**config.mk**
```make
export PLATFORM = sky130hd
export DESIGN_NAME = node_turn_sequencer
export DESIGN_NICKNAME = d
export VERILOG_FILES = /design/src/rtl/node_turn_sequencer.sv
export SDC_FILE = /design/constraint.sdc
export NUM_CORES = 1
export LEC_CHECK = 0
export CORE_MARGIN = 2
export CORE_UTILIZATION = 44
export CTS_CLUSTER_DIAMETER = 50
export CTS_CLUSTER_SIZE = 30
export DETAILED_ROUTE_END_ITERATION = 6
export PLACE_DENSITY = 0.7
export SLEW_MARGIN = 20
export SYNTH_ARGS = -nofsm -noshare
export SYNTH_HDL_FRONTEND = slang
export SYNTH_SLANG_ARGS = --single-unit
```
**constraint.sdc**
```tcl
create_clock -name clk_50 -period 5.6 [get_ports clk_50]
set_input_delay 1.12 -clock clk_50 [delete_from_list [all_inputs] [get_ports clk_50]]
set_output_delay 1.12 -clock clk_50 [all_outputs]
set_load 0.02 [all_outputs]
```
**src/rtl/node_turn_sequencer.sv**
```systemverilog
// node_turn_sequencer
//   Walks the line follower through a planned route one junction at a time.
//   A junction is a run of cycles where all three LSA channels read dark.
//   At each junction the block issues a relative turn command to the motion
//   stage and waits for that stage to acknowledge the turn before it looks
//   for the next junction.
//
// Ports
//   clk_50          system clock
//   rst_n           asynchronous active-low reset
//   start           1-cycle pulse: latch the route and begin
//   direction       absolute heading list, entry i at [2*i +: 2]
//   direction_count number of valid entries, 1..MAX_NODES
//   lsa_1/2/3       left/centre/right 12-bit line-sensor samples
//   turn_ack        motion stage has finished the requested turn
//   turn_req        turn command valid, held until turn_ack
//   turn_code       00 straight, 01 right, 11 left, 10 U-turn
//   heading         current absolute heading (00 N, 01 E, 10 S, 11 W)
//   node_count      nodes consumed so far
//   busy            route in progress
//   done            route finished, held until the next start
module node_turn_sequencer #(
  parameter int         MAX_NODES    = 10,
  parameter int         THR          = 1200,
  parameter int         NODE_CYCLES  = 6,
  parameter int         BLANK_CYCLES = 50000,
  parameter logic [1:0] INIT_HEADING = 2'b10
) (
  input  logic                   clk_50,
  input  logic                   rst_n,
  input  logic                   start,
  input  logic [2*MAX_NODES-1:0] direction,
  input  logic [5:0]             direction_count,
  input  logic [11:0]            lsa_1,
  input  logic [11:0]            lsa_2,
  input  logic [11:0]            lsa_3,
  input  logic                   turn_ack,
  output logic                   turn_req,
  output logic [1:0]             turn_code,
  output logic [1:0]             heading,
  output logic [5:0]             node_count,
  output logic                   busy,
  output logic                   done
);

  // One counter serves both the blanking and the node-qualification phases,
  // so it is sized for the longer of the two.
  localparam int CNT_MAX = (BLANK_CYCLES > NODE_CYCLES) ? BLANK_CYCLES : NODE_CYCLES;
  localparam int CNT_W   = $clog2(CNT_MAX + 1);

  localparam logic [11:0]      THR_V      = 12'(THR);
  localparam logic [CNT_W-1:0] BLANK_LAST = CNT_W'(BLANK_CYCLES - 1);
  localparam logic [CNT_W-1:0] NODE_LAST  = CNT_W'(NODE_CYCLES - 1);
  localparam logic [CNT_W-1:0] CNT_TOP    = CNT_W'(CNT_MAX);
  localparam logic [5:0]       MAX_CNT_V  = 6'(MAX_NODES);

  typedef enum logic [2:0] {IDLE, ARM, FOLLOW, TURN, DONE} state_t;

  state_t                 state_reg;
  logic [2:0]             on_reg;
  logic [CNT_W-1:0]       cnt_reg;
  logic [2*MAX_NODES-1:0] dir_reg;
  logic [5:0]             count_reg;
  logic [1:0]             nxt_reg;

  logic [1:0] dir_arr [MAX_NODES];
  logic [1:0] nxt_next;
  logic       all_on;
  logic [5:0] node_count_next;

  // Unpack the latched route into an indexable list of headings.
  for (genvar gi = 0; gi < MAX_NODES; gi++) begin : g_unpack
    assign dir_arr[gi] = dir_reg[2*gi +: 2];
  end

  // Entry for the node about to be consumed; node_count stays below
  // count_reg <= MAX_NODES whenever this is used.
  always_comb begin
    nxt_next = 2'b00;
    for (int i = 0; i < MAX_NODES; i++) begin
      if (node_count == 6'(i)) nxt_next = dir_arr[i];
    end
  end

  assign all_on          = &on_reg;
  assign node_count_next = node_count + 6'd1;

  always_ff @(posedge clk_50 or negedge rst_n) begin
    if (!rst_n) begin
      state_reg  <= IDLE;
      on_reg     <= 3'b000;
      cnt_reg    <= '0;
      dir_reg    <= '0;
      count_reg  <= 6'd0;
      nxt_reg    <= 2'b00;
      turn_req   <= 1'b0;
      turn_code  <= 2'b00;
      heading    <= INIT_HEADING;
      node_count <= 6'd0;
      busy       <= 1'b0;
      done       <= 1'b0;
    end else begin
      // Registered sensor qualification: FSM sees the line one cycle late.
      on_reg <= {lsa_3 > THR_V, lsa_2 > THR_V, lsa_1 > THR_V};

      case (state_reg)
        IDLE, DONE: begin
          if (start) begin
            dir_reg    <= direction;
            count_reg  <= direction_count;
            node_count <= 6'd0;
            heading    <= INIT_HEADING;
            cnt_reg    <= '0;
            if (direction_count == 6'd0 || direction_count > MAX_CNT_V) begin
              busy      <= 1'b0;
              done      <= 1'b1;
              state_reg <= DONE;
            end else begin
              busy      <= 1'b1;
              done      <= 1'b0;
              state_reg <= ARM;
            end
          end
        end

        // Blanking: the robot must leave the previous junction bar for
        // BLANK_CYCLES before a new junction can be recognised.
        ARM: begin
          if (all_on) begin
            cnt_reg <= '0;
          end else if (cnt_reg == BLANK_LAST) begin
            cnt_reg   <= '0;
            state_reg <= FOLLOW;
          end else if (cnt_reg != CNT_TOP) begin
            cnt_reg <= cnt_reg + 1'b1;
          end
        end

        FOLLOW: begin
          if (!all_on) begin
            cnt_reg <= '0;
          end else if (cnt_reg == NODE_LAST) begin
            cnt_reg   <= '0;
            nxt_reg   <= nxt_next;
            // Relative turn is the heading difference modulo 4.
            turn_code <= nxt_next - heading;
            turn_req  <= 1'b1;
            state_reg <= TURN;
          end else if (cnt_reg != CNT_TOP) begin
            cnt_reg <= cnt_reg + 1'b1;
          end
        end

        TURN: begin
          if (turn_ack && turn_req) begin
            turn_req   <= 1'b0;
            heading    <= nxt_reg;
            node_count <= node_count_next;
            if (node_count_next == count_reg) begin
              busy      <= 1'b0;
              done      <= 1'b1;
              state_reg <= DONE;
            end else begin
              state_reg <= ARM;
            end
          end
        end

        default: state_reg <= IDLE;
      endcase
    end
  end

endmodule

```
==> out/qor.yml <==
timing:
  rsz0062_at_grt: "false"
  holdWs_ps: 481
  setup_slack_ps: 2460
  slew_headroom_pct: 46.2
  hold_viol_final: 0
  setup_viol: 0
  skew_ps: 6.11
  fin_tns_setup_ps: 0
  fmax_mhz: 318
  fin_crit_ps: 3140
  period_share_pct: 56.1
  worst_pin_slew_ps: 807
  slew_violations: 0
pwr:
  p_comb_share_pct: 32.2
  leakage_nw: 2.03
  pwr-share-seq_pct: 42.2
  swShare_pct: 34.8
  irDropWorstVdd_v: 0.000180
  power_density_mw_per_mm2: 357
  clkPwrFrac_pct: 25.6
  p_int_mw: 1.05
  power_switching_mw: 0.560
yosys:
  avgSynthCellArea_sq_um: 8.81
  netlist_instances: 394
  synth_warnings: 0
  syn_nets: 468
  synth.most_common_cell: "nand2_1"
  ys_types: 55
  yosysSeqAreaShare_pct: 45.4
  ys_top_cells_by_count: "nand2_1, dfrtp_1, nor2_1"
  synthFlopType: "dfrtp_1"
  syn_area_sq_mm: 0.00347
  yosysTopAreaCell: "dfrtp_1"
  yosys-top-cells-area: "dfrtp_1, nand2_1, xor2_1, nand3_1, ha_1"
  synth_top_area_share_pct: 44.7
  synth_edf_count: 0
  async_flop_share_pct: 100
  synth_seq_cells: 63
grt:
  grt_pass1_vias: 3045
  grtUsageTotal_pct: 20.2
  antenna_found_initial: 0
  grt_pass1_wl_um: 13800
  grt_max_degree: 64
  overflow: 0
cells_and_area:
  nets: 539
  fill_cells: 721
  fin_cells: 572
  fin_area_sq_mm: 0.00451
  antenna_cells: 0
  syn_to_final_growth_pct: 30.0
  largest_reg_flops: 20
  drive_gt1_share_pct: 5.74
route:
  drt-pass1-iter-count: 4
  wirelength_um: 8080
  viasPerCell: 5.25
  ant_nets: 0
  wire_per_inst_um: 14.1
  drt_iter0_markers: 116
  drc: 0
  vias: 3002
clocking:
  cts.repair.resized: 0
  cts_tree: "done"
  cts.clk_slew.worst_paths_ps: 70
  postCtsSetupBuffers: 0
  cts_sinks: 63
  clock_latency_ps: 340
  max-clock-path-buffers: 2
  cts-root-buf: "clkbuf_8"
  cts_hold_buf: 0
  numCtsBuffers: 9
  h-tree-depth: 3
setup_path:
  critPathMaxFanout: 32
  endpoint_kind: "register"
  ff2ff_path_depth: 7
  required_ps: 5810
  cp-start-kind: "input pin"
  critical_path_arrival_ps: 3350
  reg2reg_from: "node_count[0]$_DFFE_PN0P_"
  startpoint: "start"
  reg2reg_slack_ps: 2800
  critical_path_class: "input pin to register"
  rr_endpoint: "busy$_DFFE_PN0P_"
  endpoint: "cnt_reg[10]$_DFFE_PN0P_"
place:
  gp_congestion: 0.846
  placed_area_sq_mm: 0.00430
  io_buffers: 78
  post-dp-hpwl_um: 5690
  dp_slack_ps: 1890
  placedCellCount: 556
die:
  core_area_sq_mm: 0.00769
  start_util_pct: 45.2
  placement_rows: 32
  die_y_um: 92.8
  ios: 79
  die_w_um: 92.8
  dieArea_sq_mm: 0.00862
run_status:
  outcome: "finished, final reports clean"
flow_run:
  cap_viol_max_count: 0
hold_path:
  hp-class: "register to register"
## stage by stage
step                      utilization, %  power (mW)
after floorplan                        -        1.03
after global placement              55.9        1.19
after detailed placement            55.9        1.20
after CTS                           58.6        1.62
after global routing                58.7        1.74
final                               58.7        1.61
## critical path: stages
cell and delay (ps):
clkdlybuf4s50_1 500, or3b_2 770, o21ai_2 230, and4_1 380
nand4_1 150, xor2_1 150, nor2_1 50
## routing by layer
layer  GRT usage (%)  vias to the layer above  wire [um]
li1                -                     1497          -
met4            6.00                        0         44
met3            6.27                        4        535
met5               0                        -          0
met1            24.8                     1403       3460
met2            34.3                       98       4030
## placed cells by master (no fill, tap or decap), types with 4 or more instances in the layout
master and count:
a21oi_1 9, o31ai_1 4, o22ai_1 5, nor2b_1 4, nand3b_1 4, xor2_1 17, nand2_1 104, dfrtp_1 62
and3_1 5, or4_1 4, nor2_1 25, a211o_1 6, a31o_1 4, o21ai_1 5, clkdlybuf4s50_1 77, a21o_1 6
nor3_1 5, nand2b_1 5, clkbuf_8 12, ha_1 8, nand4_1 4, xnor2_1 10, o21ai_0 10, nand3_1 23
inv_1 11
## how the worst min path moves through the flow
stage / from / end / slack [ps] / cells past startpoint
after CTS: nxt_reg[0]$_DFFE_PN0P_ / heading[0]$_DFFE_PN0P_ / 480 / 2
after floorplan: nxt_reg[1]$_DFFE_PN0P_ / heading[1]$_DFFE_PN1P_ / 440 / 2
final: dir_reg[19]$_DFFE_PN0P_ / dir_reg[19]$_DFFE_PN0P_ / 480 / 2
after global routing: turn_code[1]$_DFFE_PN0P_ / turn_code[1]$_DFFE_PN0P_ / 520 / 2
after global placement: nxt_reg[0]$_DFFE_PN0P_ / heading[0]$_DFFE_PN0P_ / 450 / 2
after detailed placement: nxt_reg[0]$_DFFE_PN0P_ / heading[0]$_DFFE_PN0P_ / 470 / 2
## power groups by stage
stage	registers, mW	logic [mW]	clock network, mW
detailed placement	0.684	0.521	0
global placement	0.682	0.507	0
finish	0.678	0.519	0.412
global route	0.698	0.595	0.445
floorplan	0.664	0.365	0
CTS	0.678	0.522	0.424
## final cells by class
| cell class | count | area (sq um) | share of cell area [%] |
|---|---|---|---|
| Clock buffer | 13 | 169 | 3.74 |
| Clock inverter | 3 | 40.0 | 0.887 |
| Inverter | 11 | 41.3 | 0.915 |
| Multi-Input combinational cell | 301 | 1770 | 39.3 |
| Sequential cell | 63 | 1580 | 35.0 |
| Tap cell | 102 | 128 | 2.83 |
| Timing Repair Buffer | 79 | 783 | 17.4 |
## cells by family after synthesis
logic type	Yosys count	synth area share (%)
AOI/OAI and AO/OA	64	13.3
xor gates and xnor gates	27	6.81
adders and majority gates	8	2.88
buffers and inverters	30	3.68
DFF	63	45.4
muxes	3	0.973
and+or+nand+nor	199	26.9
No activity file was read; power rests on OpenSTA's default activity.
